**config.mk**
```make
export PLATFORM = sky130hd
export DESIGN_NAME = e1_bd_ctrl_mc
export DESIGN_NICKNAME = d
export VERILOG_FILES = /design/src/rtl/e1_bd_ctrl_mc.sv
export SDC_FILE = /design/constraint.sdc
export NUM_CORES = 1
export LEC_CHECK = 0
export ABC_AREA = 1
export CAP_MARGIN = 20
export CORE_MARGIN = 2
export CORE_UTILIZATION = 50
export CTS_CLUSTER_DIAMETER = 40
export DETAILED_ROUTE_END_ITERATION = 12
export DONT_BUFFER_PORTS = 1
export PLACE_DENSITY = 0.74
export SLEW_MARGIN = 15
export SYNTH_ARGS = -nofsm -noshare
export SYNTH_HDL_FRONTEND = slang
export SYNTH_SLANG_ARGS = --single-unit
```
**constraint.sdc**
```tcl
create_clock -name clk -period 27.1 [get_ports clk]
set_input_delay 5.42 -clock clk [delete_from_list [all_inputs] [get_ports clk]]
set_output_delay 5.42 -clock clk [all_outputs]
set_load 0.02 [all_outputs]
```
**src/rtl/e1_bd_ctrl_mc.sv**
```systemverilog
// e1_bd_ctrl_mc: Wishbone CSR and buffer-descriptor controller for NCH E1 links.
// Ports: clk/rst (async, active-high); bus_* CPU slave port with a one-cycle ack;
//   bdrx_*/bdtx_* descriptor handshakes to the RX/TX cores;
//   rx_*/tx_* per-channel control outputs; irq is the registered OR of enabled pending bits.

module e1_bd_fifo #(
    parameter int W     = 8,
    parameter int DEPTH = 4
) (
    input  logic         clk,
    input  logic         rst,
    input  logic         push,
    input  logic         pop,
    input  logic [W-1:0] wdata,
    output logic [W-1:0] rdata,
    output logic [3:0]   level,
    output logic         empty,
    output logic         full,
    output logic         push_ok
);
    localparam int AW = $clog2(DEPTH);
    localparam int LW = AW + 1;

    logic [W-1:0]  mem [DEPTH];
    logic [AW-1:0] wptr;
    logic [AW-1:0] rptr;
    logic [LW-1:0] cnt;
    logic          pop_ok;

    assign empty   = (cnt == '0);
    assign full    = (cnt == LW'(DEPTH));
    assign pop_ok  = pop & ~empty;
    // A pop in the same cycle frees the slot, so a full FIFO can still accept.
    assign push_ok = push & (~full | pop_ok);
    // Empty reads as zero so a pop on an empty FIFO returns 0.
    assign rdata   = empty ? '0 : mem[rptr];
    assign level   = 4'(cnt);

    always_ff @(posedge clk or posedge rst) begin
        if (rst) begin
            for (int i = 0; i < DEPTH; i++) mem[i] <= '0;
            wptr <= '0;
            rptr <= '0;
            cnt  <= '0;
        end else begin
            if (push_ok) begin
                mem[wptr] <= wdata;
                wptr      <= wptr + 1'b1;
            end
            if (pop_ok) rptr <= rptr + 1'b1;
            case ({push_ok, pop_ok})
                2'b10:   cnt <= cnt + 1'b1;
                2'b01:   cnt <= cnt - 1'b1;
                default: cnt <= cnt;
            endcase
        end
    end
endmodule

module e1_bd_ctrl_mc #(
    parameter int NCH   = 2,
    parameter int MFW   = 7,
    parameter int DEPTH = 4,
    parameter int CHW   = (NCH > 1) ? $clog2(NCH) : 1
) (
    input  logic                 clk,
    input  logic                 rst,
    input  logic [CHW+2:0]       bus_addr,
    input  logic [15:0]          bus_wdata,
    output logic [15:0]          bus_rdata,
    input  logic                 bus_cyc,
    input  logic                 bus_we,
    output logic                 bus_ack,
    output logic [NCH*MFW-1:0]   bdrx_mf,
    output logic [NCH-1:0]       bdrx_valid,
    input  logic [NCH-1:0]       bdrx_done,
    input  logic [2*NCH-1:0]     bdrx_crc_e,
    input  logic [NCH-1:0]       bdrx_miss,
    output logic [NCH*MFW-1:0]   bdtx_mf,
    output logic [2*NCH-1:0]     bdtx_crc_e,
    output logic [NCH-1:0]       bdtx_valid,
    input  logic [NCH-1:0]       bdtx_done,
    input  logic [NCH-1:0]       bdtx_miss,
    input  logic [NCH-1:0]       rx_aligned,
    output logic [NCH-1:0]       rx_enable,
    output logic [2*NCH-1:0]     rx_mode,
    output logic [NCH-1:0]       tx_enable,
    output logic [2*NCH-1:0]     tx_mode,
    output logic [NCH-1:0]       tx_time_src,
    output logic [NCH-1:0]       tx_alarm,
    output logic [NCH-1:0]       tx_loopback,
    output logic                 irq
);
    localparam logic [CHW:0] NCH_L = (CHW+1)'(NCH);

    logic           ack;
    logic [CHW-1:0] ch_sel;
    logic [2:0]     reg_sel;
    logic           ch_ok;
    logic           access;
    logic [15:0]    rd_word [NCH];
    logic [NCH-1:0] irq_hit;

    assign ch_sel  = bus_addr[CHW+2:3];
    assign reg_sel = bus_addr[2:0];
    assign ch_ok   = ({1'b0, ch_sel} < NCH_L);
    // Side effects fire only in the ack cycle, so each access acts once.
    assign access  = ack & bus_cyc & ch_ok;
    assign bus_ack = ack;

    always_ff @(posedge clk or posedge rst) begin
        if (rst) ack <= 1'b0;
        else     ack <= bus_cyc & ~ack;
    end

    always_comb begin
        bus_rdata = '0;
        if (ack && ch_ok) bus_rdata = rd_word[ch_sel];
    end

    always_ff @(posedge clk or posedge rst) begin
        if (rst) irq <= 1'b0;
        else     irq <= |irq_hit;
    end

    for (genvar c = 0; c < NCH; c++) begin : g_ch
        logic           wr;
        logic           rd;
        logic [MFW-1:0] rxin_q;
        logic [MFW+1:0] rxout_q;
        logic [MFW+1:0] txin_q;
        logic [MFW-1:0] txout_q;
        logic [3:0]     rxin_lvl, rxout_lvl, txin_lvl, txout_lvl;
        logic           rxin_empty, rxin_full, rxout_empty, rxout_full;
        logic           txin_empty, txin_full, txout_empty, txout_full;
        logic           rxin_pok, rxout_pok, txin_pok, txout_pok;
        logic           unused_pok;
        logic           rx_move, tx_move, rx_lost;
        logic           clr_rx, clr_tx;
        logic           rx_en, tx_en, tsrc, alarm, lb;
        logic [1:0]     rx_md, tx_md;
        logic [3:0]     irq_en;
        logic [3:0]     pending;
        logic           ovf, unf;
        logic [7:0]     rx_cnt, tx_cnt, rx_cnt_n, tx_cnt_n;
        logic [1:0]     e_auto, e_auto_n;
        logic [15:0]    word;

        assign wr = access & bus_we & (ch_sel == CHW'(c));
        assign rd = access & ~bus_we & (ch_sel == CHW'(c));

        assign rx_move = bdrx_done[c] & ~rxin_empty;
        assign tx_move = bdtx_done[c] & ~txin_empty;
        assign rx_lost = rx_move & ~rxout_pok;
        assign unused_pok = rxin_pok ^ txin_pok ^ txout_pok;

        e1_bd_fifo #(.W(MFW), .DEPTH(DEPTH)) u_rxin (
            .clk(clk), .rst(rst),
            .push(wr && reg_sel == 3'd1), .pop(rx_move),
            .wdata(bus_wdata[MFW-1:0]), .rdata(rxin_q),
            .level(rxin_lvl), .empty(rxin_empty), .full(rxin_full),
            .push_ok(rxin_pok)
        );

        e1_bd_fifo #(.W(MFW+2), .DEPTH(DEPTH)) u_rxout (
            .clk(clk), .rst(rst),
            .push(rx_move), .pop(rd && reg_sel == 3'd1),
            .wdata({bdrx_crc_e[2*c +: 2], rxin_q}), .rdata(rxout_q),
            .level(rxout_lvl), .empty(rxout_empty), .full(rxout_full),
            .push_ok(rxout_pok)
        );

        e1_bd_fifo #(.W(MFW+2), .DEPTH(DEPTH)) u_txin (
            .clk(clk), .rst(rst),
            .push(wr && reg_sel == 3'd3), .pop(tx_move),
            .wdata({bus_wdata[14:13], bus_wdata[MFW-1:0]}), .rdata(txin_q),
            .level(txin_lvl), .empty(txin_empty), .full(txin_full),
            .push_ok(txin_pok)
        );

        e1_bd_fifo #(.W(MFW), .DEPTH(DEPTH)) u_txout (
            .clk(clk), .rst(rst),
            .push(tx_move), .pop(rd && reg_sel == 3'd3),
            .wdata(txin_q[MFW-1:0]), .rdata(txout_q),
            .level(txout_lvl), .empty(txout_empty), .full(txout_full),
            .push_ok(txout_pok)
        );

        assign clr_rx = wr & (reg_sel == 3'd0) & bus_wdata[12];
        assign clr_tx = wr & (reg_sel == 3'd2) & bus_wdata[12];

        // Clear is applied first so a coincident miss leaves a count of 1.
        always_comb begin
            rx_cnt_n = clr_rx ? 8'd0 : rx_cnt;
            if (bdrx_miss[c] && rx_cnt_n != 8'hFF) rx_cnt_n = rx_cnt_n + 8'd1;
            tx_cnt_n = clr_tx ? 8'd0 : tx_cnt;
            if (bdtx_miss[c] && tx_cnt_n != 8'hFF) tx_cnt_n = tx_cnt_n + 8'd1;
            e_auto_n = (bdtx_done[c] ? {2{rx_aligned[c]}} : e_auto)
                     & (bdrx_done[c] ? bdrx_crc_e[2*c +: 2] : 2'b11);
        end

        always_ff @(posedge clk or posedge rst) begin
            if (rst) begin
                rx_en  <= 1'b0;
                rx_md  <= 2'b00;
                tx_en  <= 1'b0;
                tx_md  <= 2'b00;
                tsrc   <= 1'b0;
                alarm  <= 1'b0;
                lb     <= 1'b0;
                irq_en <= 4'h0;
                ovf    <= 1'b0;
                unf    <= 1'b0;
                rx_cnt <= 8'd0;
                tx_cnt <= 8'd0;
                e_auto <= 2'b11;
            end else begin
                if (wr && reg_sel == 3'd0) begin
                    rx_en <= bus_wdata[0];
                    rx_md <= bus_wdata[2:1];
                end
                if (wr && reg_sel == 3'd2) begin
                    tx_en <= bus_wdata[0];
                    tx_md <= bus_wdata[2:1];
                    tsrc  <= bus_wdata[3];
                    alarm <= bus_wdata[4];
                    lb    <= bus_wdata[5];
                end
                if (wr && reg_sel == 3'd4) irq_en <= bus_wdata[3:0];
                ovf    <= (ovf & ~clr_rx) | rx_lost | bdrx_miss[c];
                unf    <= (unf & ~clr_tx) | bdtx_miss[c];
                rx_cnt <= rx_cnt_n;
                tx_cnt <= tx_cnt_n;
                e_auto <= e_auto_n;
            end
        end

        assign pending    = {unf, ovf, ~txout_empty, ~rxout_empty};
        assign irq_hit[c] = |(pending & irq_en);

        always_comb begin
            word = '0;
            case (reg_sel)
                3'd0: word = {3'b0, ovf, rxout_full, rxout_empty,
                              rxin_full, rxin_empty, 6'b0, rx_aligned[c], rx_en};
                3'd1: word = {~rxout_empty, rxout_q[MFW+1:MFW],
                              {(13-MFW){1'b0}}, rxout_q[MFW-1:0]};
                3'd2: word = {3'b0, unf, txout_full, txout_empty,
                              txin_full, txin_empty, 7'b0, tx_en};
                3'd3: word = {~txout_empty, {(15-MFW){1'b0}}, txout_q};
                3'd4: word = {12'b0, irq_en};
                3'd5: word = {12'b0, pending};
                3'd6: word = {txout_lvl, txin_lvl, rxout_lvl, rxin_lvl};
                3'd7: word = {tx_cnt, rx_cnt};
                default: word = '0;
            endcase
        end
        assign rd_word[c] = word;

        assign bdrx_mf[c*MFW +: MFW]  = rxin_q;
        assign bdrx_valid[c]          = ~rxin_empty;
        assign bdtx_mf[c*MFW +: MFW]  = txin_q[MFW-1:0];
        assign bdtx_valid[c]          = ~txin_empty;
        assign bdtx_crc_e[2*c +: 2]   = (tx_md == 2'b11) ? e_auto : txin_q[MFW+1:MFW];
        assign rx_enable[c]           = rx_en;
        assign rx_mode[2*c +: 2]      = rx_md;
        assign tx_enable[c]           = tx_en;
        assign tx_mode[2*c +: 2]      = tx_md;
        assign tx_time_src[c]         = tsrc;
        assign tx_alarm[c]            = alarm;
        assign tx_loopback[c]         = lb;
    end
endmodule

```
# After elaboration in Yosys (flattened, before gate mapping)

Cells that the tools add are included.

Add/subtract/negate cells: 36
Multiplexer cells: 84
Reduce and logical (&&, ||, !) cells: 44
Magnitude comparators: 25
Bitwise gates (word level): 102
Eq/ne operators: 37

Operators with widths:

| cell                                                      | count |
|---|---|
| case mux 16 bit (8 select lines)                          | 2 |
| bitwise mux 36 bit                                        | 4 |
| two-way mux 9 bit                                         | 16 |
| bitwise mux 28 bit                                        | 4 |
| two-way mux 7 bit                                         | 16 |
| binary-select mux 9 bit (select 2 bit)                    | 4 |
| demux 9 bit (select 2 bit)                                | 4 |
| two-way mux 16 bit                                        | 4 |
| two-way mux 8 bit                                         | 8 |
| binary-select mux 7 bit (select 2 bit)                    | 4 |
| demux 7 bit (select 2 bit)                                | 4 |
| greater-or-equal comparator 3 bit (second input constant) | 16 |
| inverter 2 -> 3 bit                                       | 16 |
| case mux 3 bit (2 select lines)                           | 8 |
| AND 1 bit                                                 | 42 |
| equality test 3 bit (second input constant)               | 12 |
| adder 2 x 1 -> 2 bit (second input constant)              | 16 |
| adder 8 x 1 -> 8 bit (second input constant)              | 4 |
| inequality test 8 bit (second input constant)             | 4 |
| logical NOT 3 bit                                         | 9 |
| logical AND 1 bit                                         | 26 |
| inverter 1 bit                                            | 25 |
| adder 3 x 1 -> 3 bit (second input constant)              | 8 |
| < comparator 3 x 1 -> 1 bit (second input constant)       | 8 |
| 13 further kinds                                          | 64 |

Word-level logic and storage cells: 412
Input port bits: 38
Output and inout bits: 72
Register bits after elaboration: 380

# Longest topological paths before layout

Depth after elaboration: 11
Depth in mapped cells: 17
Mapped depth without buffers: 16

# Modules after synthesis

From an unflattened synthesis, not the netlist that was laid out.

Cell total of the unflattened synthesis: 2,818
Area total of the unflattened synthesis: 21,555.7 um^2

Modules (own cells, without submodules):

| module                            | area each (um^2) | instances | cells an instance | seq. area each (um^2) |
|---|---|---|---|---|
| e1_bd_ctrl_mc                     | 4,812.1          | 1         | 706               | 1,706.6 |
| e1_bd_fifo at g_ch[1].u_rxout ... | 2,302.2          | 2         | 289               | 1,076.0 |
| e1_bd_fifo at g_ch[0].u_rxout ... | 2,301.0          | 2         | 289               | 1,076.0 |
| e1_bd_fifo at g_ch[0].u_txout ... | 1,886.8          | 2         | 239               | 875.8 |
| e1_bd_fifo at g_ch[0].u_rxin ...  | 1,881.8          | 2         | 239               | 875.8 |

# Worst setup path after synthesis

No wires, ideal clock.

Path type: input to output
Start: input port bus_addr[3]
End: output port bus_rdata[7]
Path slack: 14.950 ns
Stages on the path: 4
Arrival: 6.730 ns
Path buffers: 2
Required time: 21.680 ns
Path through: clkbuf_1 > clkbuf_1 > nor2_1 > nor4_1

Cells in the longest elaborated chain, start to end: 5

RTL lines:

| item                                                   | RTL line | text |
|---|---|---|
| from (decl)                                            | 68       | `input logic [CHW+2:0] bus_addr,` |
| inverter 1 -> 2 bit (not written as such)              | 118      | `if (ack && ch_ok) bus_rdata = rd_word[ch_sel];` |
| two-way mux 16 bit (not written as such) (3 in series) | 118      |  |
| two-way mux 16 bit                                     | 118      |  |
| to (decl)                                              | 70       | `output logic [15:0] bus_rdata,` |

No other way between the ends. The select of a mux whose other input is x is not followed.

# Worst setup path in the final report

Start: input port bus_addr[1]
End: output port bus_rdata[6]

Cells in the longest elaborated chain, start to end: 6
Elaborated cells between the ends (all ways): 14
Classes of those cells: 7 x eq/ne; 6 x mux; 1 x reduce/logical

RTL lines:

| item                                                       | RTL line | text |
|---|---|---|
| equality test 3 bit, or another cell as far along          | 243      | `case (reg_sel)` |
| case mux 16 bit (8 select lines)                           | 243      |  |
| two-way mux 16 bit (not written as such) (*) (3 in series) | 118      |  |
| two-way mux 16 bit (*)                                     | 118      |  |

Every way passes the cells marked *; elsewhere a longest branch is shown, timed or not. The select of a mux whose other input is x is not followed.

==> key figures <==
Critical path
  • FF-to-FF End: g_ch[1].u_rxout.cnt[1]$_DFFE_PP0P_
  • Crit path kind: input port to output port
  • Crit-path max FO: 26
  • Endpoint type of the worst setup path: output port
  • Crit-path most repeated cell: nand3_1
  • Worst r2r src: bus_ack$_DFF_PP0_
  • Critical Path AT: 7470 ps
  • R2R depth: 9
  • Worst endpoint required time: ~22000 ps
  • Crit path from: bus_addr[1]
  • Crit start category: input port
  • CP max stage cell: clkinv_1
  • Critical path's largest stage delay: 700 ps
  • Worst reg-to-reg setup slack: 23910 ps
  • Ordered list of cells on the worst path: nand3_1 -> clkinv_1 -> a22oi_1 -> nand3_1 -> o21ai_0 -> nor2_1

Route
  • Top layer in use: met4
  • Met3 wire length: 4.221 mm
  • Post-route ant nets: 0
  • Drt pass-1 iters: 6
  • Detailed-route vias per instance: 5.540
  • Iter 0 DRT Violations: 1399
  • Number of remaining DRC errors: 0
  • Routed via count: 16290
  • DR WL/cell: 18.49 µm
  • Met2 wire len: 24.90 mm
  • Wirelength, routed: 54.37 mm
  • Met1 wire length: 23.41 mm

Clock network
  • # hold bufs at CTS: 0
  • CTS max path bufs: 3
  • CTS Sinks: 380
  • CTS tree: yes
  • Clk root buf: clkbuf_16
  • H-Tree Level Count: 2
  • Clk_lat worst skew: 620 ps
  • Clock transition at the registers of the reported paths: approximately 50 ps
  • Post-CTS Resized: 0
  • Num CTS Buffers: 55
  • Setup bufs post-CTS: 0

Logic synthesis
  • EDFF count, synth: 0
  • Post-synth net total: 2502
  • Synth area leader: dfrtp_1
  • Number of register bits inferred by synthesis: 380
  • Share of flip-flops with an asynchronous set or reset: 100.0%
  • Most common cell in the netlist: nand2_1
  • Syn avg cell area: 8.099 µm²
  • Post-Syn Instances: 2413
  • Mapped Area: 19540 µm²
  • Synth area leaders: dfrtp_1 (48%), nand2_1 (10%), o21ai_0 (9.2%)
  • Main synth FF type: dfrtp_1
  • Synth top area share: between 40% and 50%
  • Sequential element share of the synthesized area: 48.68%
  • Post-synth cell types: 52
  • Top post-synthesis cells by count: nand2_1 (520), dfrtp_1 (376), o21ai_0 (359)
  • Yosys warnings: 0

Global routing
  • Vias in the first global route: 15680
  • Largest net degree at the start of global routing: 92
  • Global-route wire length before repair: 86.17 mm
  • Initial antenna violation count: 0
  • All-Layer GR Usage: between 20% and 30%
  • GRT overflow: 0

Floorplanning
  • Chip width: 201.7 µm
  • Top Ports: between 100 and 150
  • Site Rows: about 70
  • Initial core utilization: 50.57%
  • Core area: 38650 µm²
  • Die Y: between 200 and 250 µm
  • Die area: approximately 40000 µm²

Timing
  • Slew headroom: 17.08%
  • Crit share post-route: between 40 and 50%
  • Setup WS post-layout: about 14000 ps
  • Unrepaired setup endpoints after global routing: false
  • Max Freq: 77.58 MHz
  • Slew at the pin closest to its max-slew limit: 1232 ps
  • Final Skew: between 20 and 30 ps
  • Setup_tns: 0 ps
  • Slew Viols, Final: 0
  • Final count of hold timing violations: 0
  • Setup violators final: 0
  • Final Critical Period: 12890 ps

Power and ir drop
  • Power Density: 108.7 nW/µm²
  • Pleak: 0.01057 µW
  • Peak VDD IR: 71.68 µV

Hold path
  • Hold endpoint: g_ch[0].u_txout.cnt[0]$_DFFE_PP0P_
  • Worst Hold Class: flop to flop
  • Hold depth: 1
  • Hold Crit Start: g_ch[0].u_txout.cnt[0]$_DFFE_PP0P_

Finish
  • Area grow syn2layout: 11.56%
  • Fraction of layout cells with a size suffix above 1: 8.296%
  • Post-route cell area: ~22000 µm²
  • Nets: about 2500
  • Post-layout util: 56.42%
  • Diodes inserted: 0

Outcome
  • Status: finished, final reports clean

Placement
  • DPL Wire Length: 38.38 mm
  • Setup WS pre-CTS: around 14000 ps
  • PortBufs: 0
  • Placer congestion estimate: 0.9511
  • Area post-placement: 19790 µm²

Run
  • Max cap viols: 0
-- cells by family (layout without fill, tap and decap cells) --
group | count (synthesis) | in the layout | synth area share [%]
simple gates | 853 | 853 | 18.60
flops | 380 | 380 | 48.68
buf+inv | 413 | 423 | 8.662
mux | 8 | 8 | 0.4610
compound gates | 659 | 659 | 17.82
fa+ha+maj | 51 | 51 | 3.572
xor+xnor | 49 | 49 | 2.196
-- critical path: cells and delay by family --
family | cells | cell delay [ps]
buffers and inverters | 1 | 700
AOI/OAI and AO/OA | 2 | 700
and+or+nand+nor | 3 | 640
-- worst max-delay path by stage --
stage                                    to  slack [ps]  cells past startpoint
after detailed placement       bus_rdata[5]       14280                      6
after CTS                      bus_rdata[5]       14280                      6
after global routing           bus_rdata[5]       14110                      6
final                          bus_rdata[6]       14210                      6
after global placement         bus_rdata[5]       14330                      6
after floorplan           bus_ack$_DFF_PP0_       11130                      1
-- per-stage QoR --
stage / total power (µW) / std cells / hold slack [ps]
after floorplan: 1362 / 2413 / 437.5
after global placement: 1569 / 2839 / 455.5
after detailed placement: 1604 / 2840 / 456.6
after CTS: 2373 / 2939 / 465.6
after global routing: 2510 / 2941 / 497.5
final: 2371 / 2941 / 468.0
-- per-layer routing --
metal / track usage (%) / vias to the layer above
met5: 0 / -
met4: 9.559 / 0
met3: 6.252 / 113
met2: 41.85 / 566
met1: 37.02 / 7868
li1: - / 7747
-- area by class of cell --
type                            instances  area [µm²]
Tap cell                              518       648.1
Multi-Input combinational cell       1620        8337
Fill cell                            3402       16840
Clock inverter                         35       495.5
Sequential cell                       380        9514
Clock buffer                           64        1480
Inverter                              303        1151
Timing Repair Buffer                   21       177.7
-- state kept, by name, summed over array words and instances, names as in the netlist, 6 cells and up --
signal and flops:
g_ch.irq_en 8, g_ch.rx_cnt 16, g_ch.tx_cnt 16, g_ch.u_rxin.cnt 6
g_ch.u_rxin.mem 56, g_ch.u_rxout.cnt 6, g_ch.u_rxout.mem 72, g_ch.u_txin.cnt 6
g_ch.u_txin.mem 72, g_ch.u_txout.cnt 6, g_ch.u_txout.mem 56
-- power breakdown --
part	switching [µW]	total, µW	internal, µW
sequential	134	853	720
clock	279	760	480
combinational	536	757	221
-- layout by cell type, fill, tap and decap left out, types with 6 or more instances in the layout --
cell / count
a21oi_1: 237
a22oi_1: 11
buf_4: 20
bufinv_16: 9
clkbuf_16: 55
clkbuf_8: 7
clkinv_1: 7
clkinv_2: 7
clkinv_4: 7
dfrtp_1: 376
fa_1: 8
ha_1: 43
inv_1: 284
inv_2: 8
mux2_2: 8
nand2_1: 520
nand2_2: 14
nand3_1: 63
nand3_2: 10
nand4_1: 8
nor2_1: 192
nor2_2: 12
nor2_4: 10
nor3_1: 6
o211ai_1: 14
o21ai_0: 359
o21ai_1: 8
o22ai_1: 6
xnor2_1: 11
xor2_1: 38
Power figures use the tool's default switching activity.
